===== src/rtl/ssm_instr_dispatch.sv =====
// rtl/ssm_instr_dispatch.sv - SSM instruction dispatch controller
module ssm_instr_dispatch #(
  parameter int TIMEOUT = 64,
  parameter int CNT_W   = 8
) (
  input  logic             clock,
  input  logic             reset,
  input  logic             instr_valid,
  input  logic [15:0]      instr,
  output logic             instr_ready,
  output logic [3:0]       opcode,
  output logic [5:0]       param1,
  output logic [5:0]       param2,
  output logic             alu_start,
  input  logic             alu_done,
  output logic             mov_start,
  input  logic             mov_done,
  output logic             ldi_start,
  input  logic             ldi_done,
  output logic             busy,
  output logic             halted,
  output logic             error,
  output logic [CNT_W-1:0] retired_count
);

  localparam int TMR_W = $clog2(TIMEOUT);
  localparam logic [TMR_W-1:0] TMR_LAST = TMR_W'(TIMEOUT - 1);

  typedef enum logic [2:0] {
    S_IDLE,
    S_DECODE,
    S_ISSUE,
    S_WAIT,
    S_HALT,
    S_ERROR
  } state_t;

  state_t           state;
  state_t           next_state;
  logic [TMR_W-1:0] tmr;
  logic             accept;
  logic             retire;
  logic             tmr_clr;
  logic             tmr_inc;
  logic             sel_done;

  // Opcode classes decoded from the captured opcode, which is stable after accept.
  logic op_nop, op_alu, op_mov, op_ldi, op_halt;
  assign op_nop  = (opcode == 4'h0);
  assign op_alu  = ~opcode[3] & (|opcode[2:0]);
  assign op_mov  = (opcode == 4'h8);
  assign op_ldi  = (opcode == 4'h9);
  assign op_halt = (opcode == 4'hF);

  // Only the done of the FSM actually issued can end the wait.
  assign sel_done = (op_alu & alu_done) | (op_mov & mov_done) | (op_ldi & ldi_done);

  assign instr_ready = (state == S_IDLE);
  assign busy        = (state == S_DECODE) || (state == S_ISSUE) || (state == S_WAIT);
  assign halted      = (state == S_HALT);
  assign error       = (state == S_ERROR);

  // State register plus captured fields, timeout counter, retire count and start pulses.
  always_ff @(posedge clock) begin
    if (reset) begin
      state         <= S_IDLE;
      opcode        <= '0;
      param1        <= '0;
      param2        <= '0;
      tmr           <= '0;
      retired_count <= '0;
      alu_start     <= 1'b0;
      mov_start     <= 1'b0;
      ldi_start     <= 1'b0;
    end else begin
      state <= next_state;
      if (accept) begin
        opcode <= instr[15:12];
        param1 <= instr[11:6];
        param2 <= instr[5:0];
      end
      if (tmr_clr) begin
        tmr <= '0;
      end else if (tmr_inc) begin
        tmr <= tmr + TMR_W'(1);
      end
      if (retire) begin
        retired_count <= retired_count + CNT_W'(1);
      end
      alu_start <= (next_state == S_ISSUE) && op_alu;
      mov_start <= (next_state == S_ISSUE) && op_mov;
      ldi_start <= (next_state == S_ISSUE) && op_ldi;
    end
  end

  // Next-state and per-cycle control decode; done beats timeout in the same cycle.
  always_comb begin
    next_state = state;
    accept     = 1'b0;
    retire     = 1'b0;
    tmr_clr    = 1'b0;
    tmr_inc    = 1'b0;
    unique case (state)
      S_IDLE: begin
        if (instr_valid) begin
          accept     = 1'b1;
          next_state = S_DECODE;
        end
      end
      S_DECODE: begin
        if (op_nop) begin
          retire     = 1'b1;
          next_state = S_IDLE;
        end else if (op_alu || op_mov || op_ldi) begin
          next_state = S_ISSUE;
        end else if (op_halt) begin
          retire     = 1'b1;
          next_state = S_HALT;
        end else begin
          next_state = S_ERROR;
        end
      end
      S_ISSUE: begin
        tmr_clr    = 1'b1;
        next_state = S_WAIT;
      end
      S_WAIT: begin
        if (sel_done) begin
          retire     = 1'b1;
          next_state = S_IDLE;
        end else if (tmr == TMR_LAST) begin
          next_state = S_ERROR;
        end else begin
          tmr_inc = 1'b1;
        end
      end
      S_HALT:  next_state = S_HALT;
      S_ERROR: next_state = S_ERROR;
      default: next_state = S_IDLE;
    endcase
  end

endmodule


===== config.mk =====
export PLATFORM = sky130hd
export DESIGN_NAME = ssm_instr_dispatch
export DESIGN_NICKNAME = d
export VERILOG_FILES = /design/src/rtl/ssm_instr_dispatch.sv
export SDC_FILE = /design/constraint.sdc
export NUM_CORES = 1
export LEC_CHECK = 0
export BUFFER_PORTS_ARGS = -buffer_cell sky130_fd_sc_hd__buf_4
export CAP_MARGIN = 0
export CORE_ASPECT_RATIO = 1.25
export CORE_MARGIN = 2
export CORE_UTILIZATION = 44
export DETAILED_ROUTE_END_ITERATION = 10
export PLACE_DENSITY = 0.71
export SYNTH_ARGS = -nofsm -noshare
export SYNTH_HDL_FRONTEND = slang
export SYNTH_SLANG_ARGS = --single-unit

===== constraint.sdc =====
create_clock -name clock -period 1.8 [get_ports clock]
set_clock_uncertainty 0.15 [all_clocks]
set_input_delay 0.36 -clock clock [delete_from_list [all_inputs] [get_ports clock]]
set_output_delay 0.36 -clock clock [all_outputs]
set_load 0.01 [all_outputs]

* Word-level counts from Yosys, hierarchy flattened
Cells that the tools add are included.
** Storage, ports and cells
- Input bits :: 22
- Memory bits (writable) :: 0
- Register bits :: 36
- Output and inout bits :: 31
- Memory bits (read-only) :: 0
- Logic and storage cells :: 57
- Memories :: 0
- Bits in latches :: 0
** Operators by class
- Mux-type cells :: 18
- Reductions and logical operators :: 11
- $add $sub $neg :: 2
- Equal/unequal tests :: 10
- Div/mod/pow operators :: 0
- Multipliers :: 0
- Bitwise gates (word level) :: 7
- $lt $le $gt $ge :: 0
- Shift-type cells :: 0
** Operators with widths (number)
- $pmux W3 S6 :: 1
- $mux W3 :: 5
- $eq A4 B4 Y1 const B :: 3
- $mux W1 :: 11
- $eq A3 B2 Y1 const B :: 3
- $add A8 B1 Y8 const B :: 1
- $add A6 B1 Y6 const B :: 1
- $eq A3 B3 Y1 const B :: 2
- $eq A6 B6 Y1 const B :: 1
- $and A1 B1 Y1 :: 4
- $logic_not A4 Y1 :: 1
- $logic_or A1 B1 Y1 :: 4
- $eq A3 B1 Y1 const B :: 1
- $logic_and A1 B1 Y1 :: 3
- $logic_not A3 Y1 :: 1
- $reduce_or A3 Y1 :: 1
- $or A1 B1 Y1 :: 2
- $pmux W1 S2 :: 1
- $reduce_or A2 Y1 :: 1
- $not A1 Y1 :: 1

* Logic depth before layout (Yosys ltp)
Gate-level depths: netlist (run 1).
- Depth in word-level cells :: 9
- Mapped depth :: 7
- Gate-level depth less buffers :: 6

* Worst setup path after synthesis (run 1)
Ideal clock, no wire load.
- Path type :: flip-flop to flip-flop
- Start point :: register opcode[0]
- End point :: register tmr[4]
- Arrival :: 1.720 ns
- Data required time :: 1.532 ns
- Cell stages (with the launch flop) :: 8
- Library setup time :: 0.118 ns
- Clock period less this slack :: 1.988 ns
- Path slack :: -0.188 ns
- Path buffers :: 2
- Cell sequence :: dfxtp_1 -> clkbuf_1 -> mux2i_1 -> o221ai_4 -> buf_2 -> nor3_1 -> xnor2_1 -> nor2_1
** Between the ends
- Longest elaborated chain between the ends :: 7
- Elaborated cells between the ends (all ways) :: 11
- Those cells by class :: 2 x eq/ne; 2 x mux; 6 x bitwise; 1 x reduce/logical
** RTL lines
- start, declared :: line 11 : output logic [3:0] opcode,
- start signal, assigned :: line 78 : opcode <= instr[15:12];
- $reduce_or A3 Y1 :: line 50 : assign op_alu = ~opcode[3] & (|opcode[2:0]);
- $and A1 B1 Y1 :: line 50
- $and A1 B1 Y1 :: line 56 : assign sel_done = (op_alu & alu_done) | (op_mov & mov_done) | (op_ldi & ldi_done);
- $or A1 B1 Y1 :: line 56
- $or A1 B1 Y1 (*) :: line 56
- $mux W1 (*) :: line 128 : if (sel_done) begin
- $mux W1 (*) :: line 103 : unique case (state)
- end signal, assigned :: line 85 : tmr <= tmr + TMR_W'(1);
- end, declared :: line 40 : logic [TMR_W-1:0] tmr;
Every way passes the cells marked *; elsewhere a longest branch is shown, timed or not.
A chain may end at the register's enable or synchronous reset.

* Final worst setup path (run 1)
- Start point :: register opcode[1]
- End point :: register retired_count[6]
** Between the ends
- Longest elaborated chain between the ends :: 7
- Elaborated cells between the ends (all ways) :: 18
- Those cells by class :: 3 x eq/ne; 5 x mux; 6 x bitwise; 4 x reduce/logical
** RTL lines
- $reduce_or A3 Y1 :: line 50
- $and A1 B1 Y1 :: line 50
- $and A1 B1 Y1 / $logic_or A1 B1 Y1 (equally long branches) :: line 56, 114
- $or A1 B1 Y1 / $logic_or A1 B1 Y1 (equally long branches) :: line 56, 114
- $or A1 B1 Y1 / $mux W1 (equally long branches) :: line 56, 114
- $mux W1, on equally long branches :: line 128, 111
- $pmux W1 S2 (*) :: line 103
- end signal, assigned :: line 88 : retired_count <= retired_count + CNT_W'(1);
- end, declared :: line 23 : output logic [CNT_W-1:0] retired_count
Marks and branches as above.

==> run summary, run 1 <==
synthesized-area fraction occupied by xor and xnor cells: 6.05%
Post-Syn Area: 1590 um^2
flops & latches, synth: 36
CTS Root Cell: clkbuf_8
Worst setup EP type: register
die area: 4120 um^2
fin crit period: 1.90 ns
CTS Hold Bufs: 0
P_leak: 0.979 nW
FF-to-FF setup slack: -0.1 ns
hold path endpoint: opcode[3]
H-tree levels: 2
leading cell type in the layout, fill and taps excluded: buf_4
simple-gate share of the synthesized area: 26.4%
FF-to-FF Start: opcode[1]
main combinational cell family by area after synthesis: simple AND/OR/NAND/NOR gates
final setup vio count: 10
die width: 57.8 um
Crit Path Class: reg2reg
number of I/O port buffers: 52
sequential-to-total area share from yosys stat: 45.3%
clk sinks: 36
Reg2Reg Depth: 5
Final WS setup: -0.0983 ns
post-synthesis compound-gate area fraction: 16.7%
final antenna-violating net count: 0
Diodes inserted: 0
Tot Pwr: 1.93 mW
worst-path fanout max: 6
WL per Instance: 12.7 um
WP data required: 1.87 ns
Slew HR: 77.1%
hold path depth: 3
Vias: 1569
layout net count: 290
Max-Cap Viols: 0
violations in the final reports: negative setup slack
Gate Count Post-Synth: 193
Remaining DRCs: 0
Power per Cell Area: 810 nW/um^2
P&R area growth vs syn: 49.5%
post-route cell area: 2380 um^2
largest net degree at the start of global routing: 17
Die H: 71.2 um
YS warnings: 0
area of the core: 3480 um^2
initial antenna violation count: 0
Clock Tree Buf Depth: 2
global-route wire length before repair: 6.54 mm
drt pass-1 iters: 4
Post-DP Area: 2180 um^2
Detail Placement HPWL: 2.85 mm
Synth Area in Adders: 1.57%
mux share of post-synthesis cell area: 0.629%
Layout Cells excl Fill: 306
Slew @ Worst Pin: 0.341 ns
Syn Area/Cell: 8.25 um^2
Top FF cell, synth: dfxtp_1
crit share post-route: 105%
library cells used by synthesis: 39
CTS tree: yes
Clk pin slew, worst setup/hold paths: 0.08 ns
highest clock rate: 0.527 GHz
CP Data Arrival Time: 1.97 ns
commonest cells after routing, fill and taps aside: buf_4 (76), nand2_1 (41), dfxtp_1 (31)
FF-to-FF End: retired_count[6]
Max VDD drop: 0.727 mV
vias in the first global route: 1546
grt ovf: 0
ys async rst share: 0%
clk_lat worst skew: 0.29 ns
Vias per Instance: 5.13
Post-synth EDFFs: 0
Mapped Nets: 217
Util after Layout: 68.3%
hold path startpoint: instr[15]
Num CTS Buffers: 5
routability cong.: 0.840
final count of hold timing violations: 0
layout cells sized above 1: 41.6%
crit path launch type: register
RSZ-0062 raised after global routing: yes
drt initial violations: 49
Initial Util: 45.7%
outcome: finished, violations left
Hold Crit Class: in2reg
Inst Count DP: 296
gr usage total: 19.9%
row cnt: 24
WL final: 3.89 mm
Ports: 53
Slew Limit Fails: 0
==> sequential cells by signal, indices dropped and copies added, names as in the netlist <==
register and flops:
param1 6, alu_start 1, ldi_start 1, tmr 6, mov_start 1, param2 6, state 3, retired_count 8
opcode 4
==> worst max-delay path, stage by stage, from the launching register on <==
cell,delay [ns]
dfxtp_4,0.35
or3b_4,0.43
o221ai_4,0.29
nand3_2,0.15
or3_4,0.35
a21oi_2,0.11
==> cells by family after synthesis <==
logic type | after synthesis
and+or+nand+nor | 91
DFF | 36
muxes | 1
xor gates and xnor gates | 11
AOI/OAI and AO/OA | 38
buffers and inverters | 14
adders and majority gates | 2
==> how the worst max path moves through the flow <==
stage	from	cells after the start	endpoint	slack, ns
after floorplan	opcode[0]	6	retired_count[7]	-0.12
after global placement	opcode[1]	5	retired_count[7]	-0.07
after detailed placement	opcode[1]	5	mov_start	-0.09
after CTS	opcode[3]	5	retired_count[6]	-0.07
after global routing	opcode[3]	5	retired_count[6]	-0.19
final	opcode[1]	5	retired_count[6]	-0.1
==> layer usage <==
metal | global-route usage, % | wire length [um]
met1 | 24.6 | 1670
met2 | 32.4 | 1940
met3 | 5.42 | 224
met4 | 8.53 | 56
met5 | 0 | 0
==> power by group <==
group / internal [mW] / switching, mW
sequential: 0.840 / 0.0319
clock: 0.274 / 0.298
combinational: 0.235 / 0.248
==> final cells by class <==
class	instances	area [um^2]
Tap cell	39	48.8
Fill cell	294	1100
Clock buffer	5	68.8
Inverter	4	15.0
Clock inverter	3	23.8
Multi-Input combinational cell	143	918
Sequential cell	36	734
Timing Repair Buffer	76	571
==> Yosys cell counts, types with 2 or more instances <==
cell type | number | area (um^2)
nor4_1 | 4 | 25.0
nand3_1 | 7 | 35.0
xor2_1 | 6 | 52.6
o21ai_0 | 3 | 15.0
nand2_1 | 42 | 158
inv_1 | 4 | 15.0
a21oi_1 | 21 | 105
o21a_1 | 2 | 15.0
ha_1 | 2 | 25.0
nand2b_1 | 3 | 18.8
nor3_1 | 6 | 30.0
a21o_1 | 2 | 15.0
xnor2_1 | 5 | 43.8
dfxtp_1 | 36 | 721
nor2_1 | 18 | 67.6
o21bai_1 | 2 | 15.0
clkbuf_1 | 8 | 30.0
==> what timing repair did <==
item / in CTS / in global routing
pin swaps: 5 / 3
resized for setup: 8 / 10
buffers inserted: 2 / 0
endpoints found under the setup margin: 10 / 18
==> through the flow <==
stage                     setup TNS [ns]  setup WS (ns)  hold slack [ns]
after floorplan                   -0.309         -0.120            0.331
after global placement            -0.164        -0.0657            0.292
after detailed placement          -0.443        -0.0941            0.300
after CTS                         -0.298        -0.0677            0.143
after global routing               -1.70         -0.186            0.154
final                             -0.425        -0.0983            0.152
Power figures use the tool's default switching activity.
==> run 2, diff against run 1 <==
--- a/config.mk
+++ b/config.mk
@@ -6,11 +6,11 @@
 export NUM_CORES = 1
 export LEC_CHECK = 0
 export BUFFER_PORTS_ARGS = -buffer_cell sky130_fd_sc_hd__buf_4
-export CAP_MARGIN = 0
 export CORE_ASPECT_RATIO = 1.25
 export CORE_MARGIN = 2
 export CORE_UTILIZATION = 44
 export DETAILED_ROUTE_END_ITERATION = 10
+export GPL_TIMING_DRIVEN = 0
 export PLACE_DENSITY = 0.71
 export SYNTH_ARGS = -nofsm -noshare
 export SYNTH_HDL_FRONTEND = slang
==> run 2 against run 1 <==
The flow still finishes with violations (negative setup slack). Die area is the same. First-iteration DRC count is 6.1% higher. Register-to-register slack worse by 0.09 ns. Critical endpoint is now alu_start.
==> run summary, run 2 (synthesized netlist as in run 1, its figures left out) <==
Max VDD drop: 0.778 mV
Initial Util: 45.7%
number of I/O port buffers: 51
routability cong.: 0.767
Place WS: -0.249 ns
layout net count: 285
outcome: finished, violations left
Diodes inserted: 0
Hold WS: 0.154 ns
final count of hold timing violations: 0
P_leak: 0.994 nW
Crit Path Class: reg2reg
WP data required: 1.83 ns
Vias: 1573
P&R area growth vs syn: 54.4%
WL final: 4.29 mm
gr usage total: 20.7%
global-route wire length before repair: 6.54 mm
Hold Crit Class: in2reg
layout cells sized above 1: 43.5%
fin crit period: 1.99 ns
Slew @ Worst Pin: 0.584 ns
CTS Root Cell: clkbuf_8
Layout Cells excl Fill: 301
area of the core: 3480 um^2
drt initial violations: 52
max reg flops: 8
commonest cells after routing, fill and taps aside: buf_4 (62), nand2_1 (39), dfxtp_1 (30)
die area: 4120 um^2
Slowest-stage cell, CP: or3b_4
final setup vio count: 16
clk sinks: 36
Die H: 71.2 um
largest net degree at the start of global routing: 12
violations in the final reports: negative setup slack
CTS Hold Bufs: 0
Util after Layout: 70.5%
Clock Tree Buf Depth: 2
Post-DP Area: 2060 um^2
Inst Count DP: 283
Num CTS Buffers: 5
number of fill cells in the layout: 286
grt ovf: 0
Slew HR: 61.0%
worst path cell trace: or3b_4 > o221ai_4 > o221a_4 > nand2_4 > nor4_1
WL per Instance: 14.2 um
Ports: 53
leading cell type in the layout, fill and taps excluded: buf_4
worst-path fanout max: 6
Vias per Instance: 5.23
Remaining DRCs: 0
H-tree levels: 2
die width: 57.8 um
drt pass-1 iters: 4
crit share post-route: 111%
Max-Cap Viols: 0
Detail Placement HPWL: 2.64 mm
CP Data Arrival Time: 2.02 ns
post-route cell area: 2460 um^2
Tot Pwr: 2.09 mW
Slew Limit Fails: 0
clk_lat worst skew: 0.29 ns
final antenna-violating net count: 0
initial antenna violation count: 0
highest clock rate: 0.502 GHz
CTS tree: yes
Reg2Reg Depth: 5
Max stage delay on crit path: 0.43 ns
Worst setup EP type: register
row cnt: 24
hold path depth: 3
crit path launch type: register
Clk pin slew, worst setup/hold paths: 0.07 ns
vias in the first global route: 1505
RSZ-0062 raised after global routing: yes
Power per Cell Area: 852 nW/um^2
post-route setup TNS: -1.62 ns
Final WS setup: -0.192 ns
Largest Register: retired_count
==> run 2: cell types whose count changed in the layout (fill, tap and decap cells not counted), sizes merged <==
cell and delta:
clkbuf +5, bufinv +1, buf -9, clkinvlp -2
==> run 2: cell type report <==
cell class / instances / area (um^2) / share of cell area (%)
multi-input cells: 143 / 1010 / 40.9
flip-flops and latches: 36 / 738 / 30.0
repair buffers: 65 / 512 / 20.8
clock buffers: 6 / 72.6 / 2.95
well taps: 39 / 48.8 / 1.99
clock inverters: 2 / 35.0 / 1.43
plain buffers: 6 / 30.0 / 1.22
inverters: 4 / 15.0 / 0.611
==> run 2: path summary, 6_finish.rpt <==
check | start | to | slack [ns]
setup / recovery | opcode[2] | alu_start | -0.19
hold / removal | instr[12] | opcode[0] | 0.15
setup reg to reg | opcode[2] | alu_start | -0.19
hold reg to reg | param1[5] | param1[5] | 0.30
==> run 2: critical path, delay by kind of cell, from the launching register on <==
kind               cells  cell delay, ns
and+or+nand+nor        3            0.76
AOI/OAI and AO/OA      2            0.63
DFF                    1            0.36
==> run 2: power breakdown <==
group / switching [mW] / total, mW / internal (mW)
Clock: 0.287 / 0.698 / 0.411
Sequential: 0.0456 / 0.885 / 0.840
Combinational: 0.265 / 0.510 / 0.245
Total: 0.597 / 2.09 / 1.50
==> run 2: what timing repair did <==
item,4_1_cts,5_1_grt
buffers inserted,12,3
gates resized for setup,25,27
pin swaps,11,14
endpoints found under the setup margin,31,22
gates cloned,1,0
==> run 2: per-layer routing <==
metal  vias up  routed length (um)  track usage [%]
li1        798                   -                -
met1       725                1770             25.8
met2        44                2230             33.6
met3         6                 223             5.42
met4         0                  70             8.53
met5         -                   0                0
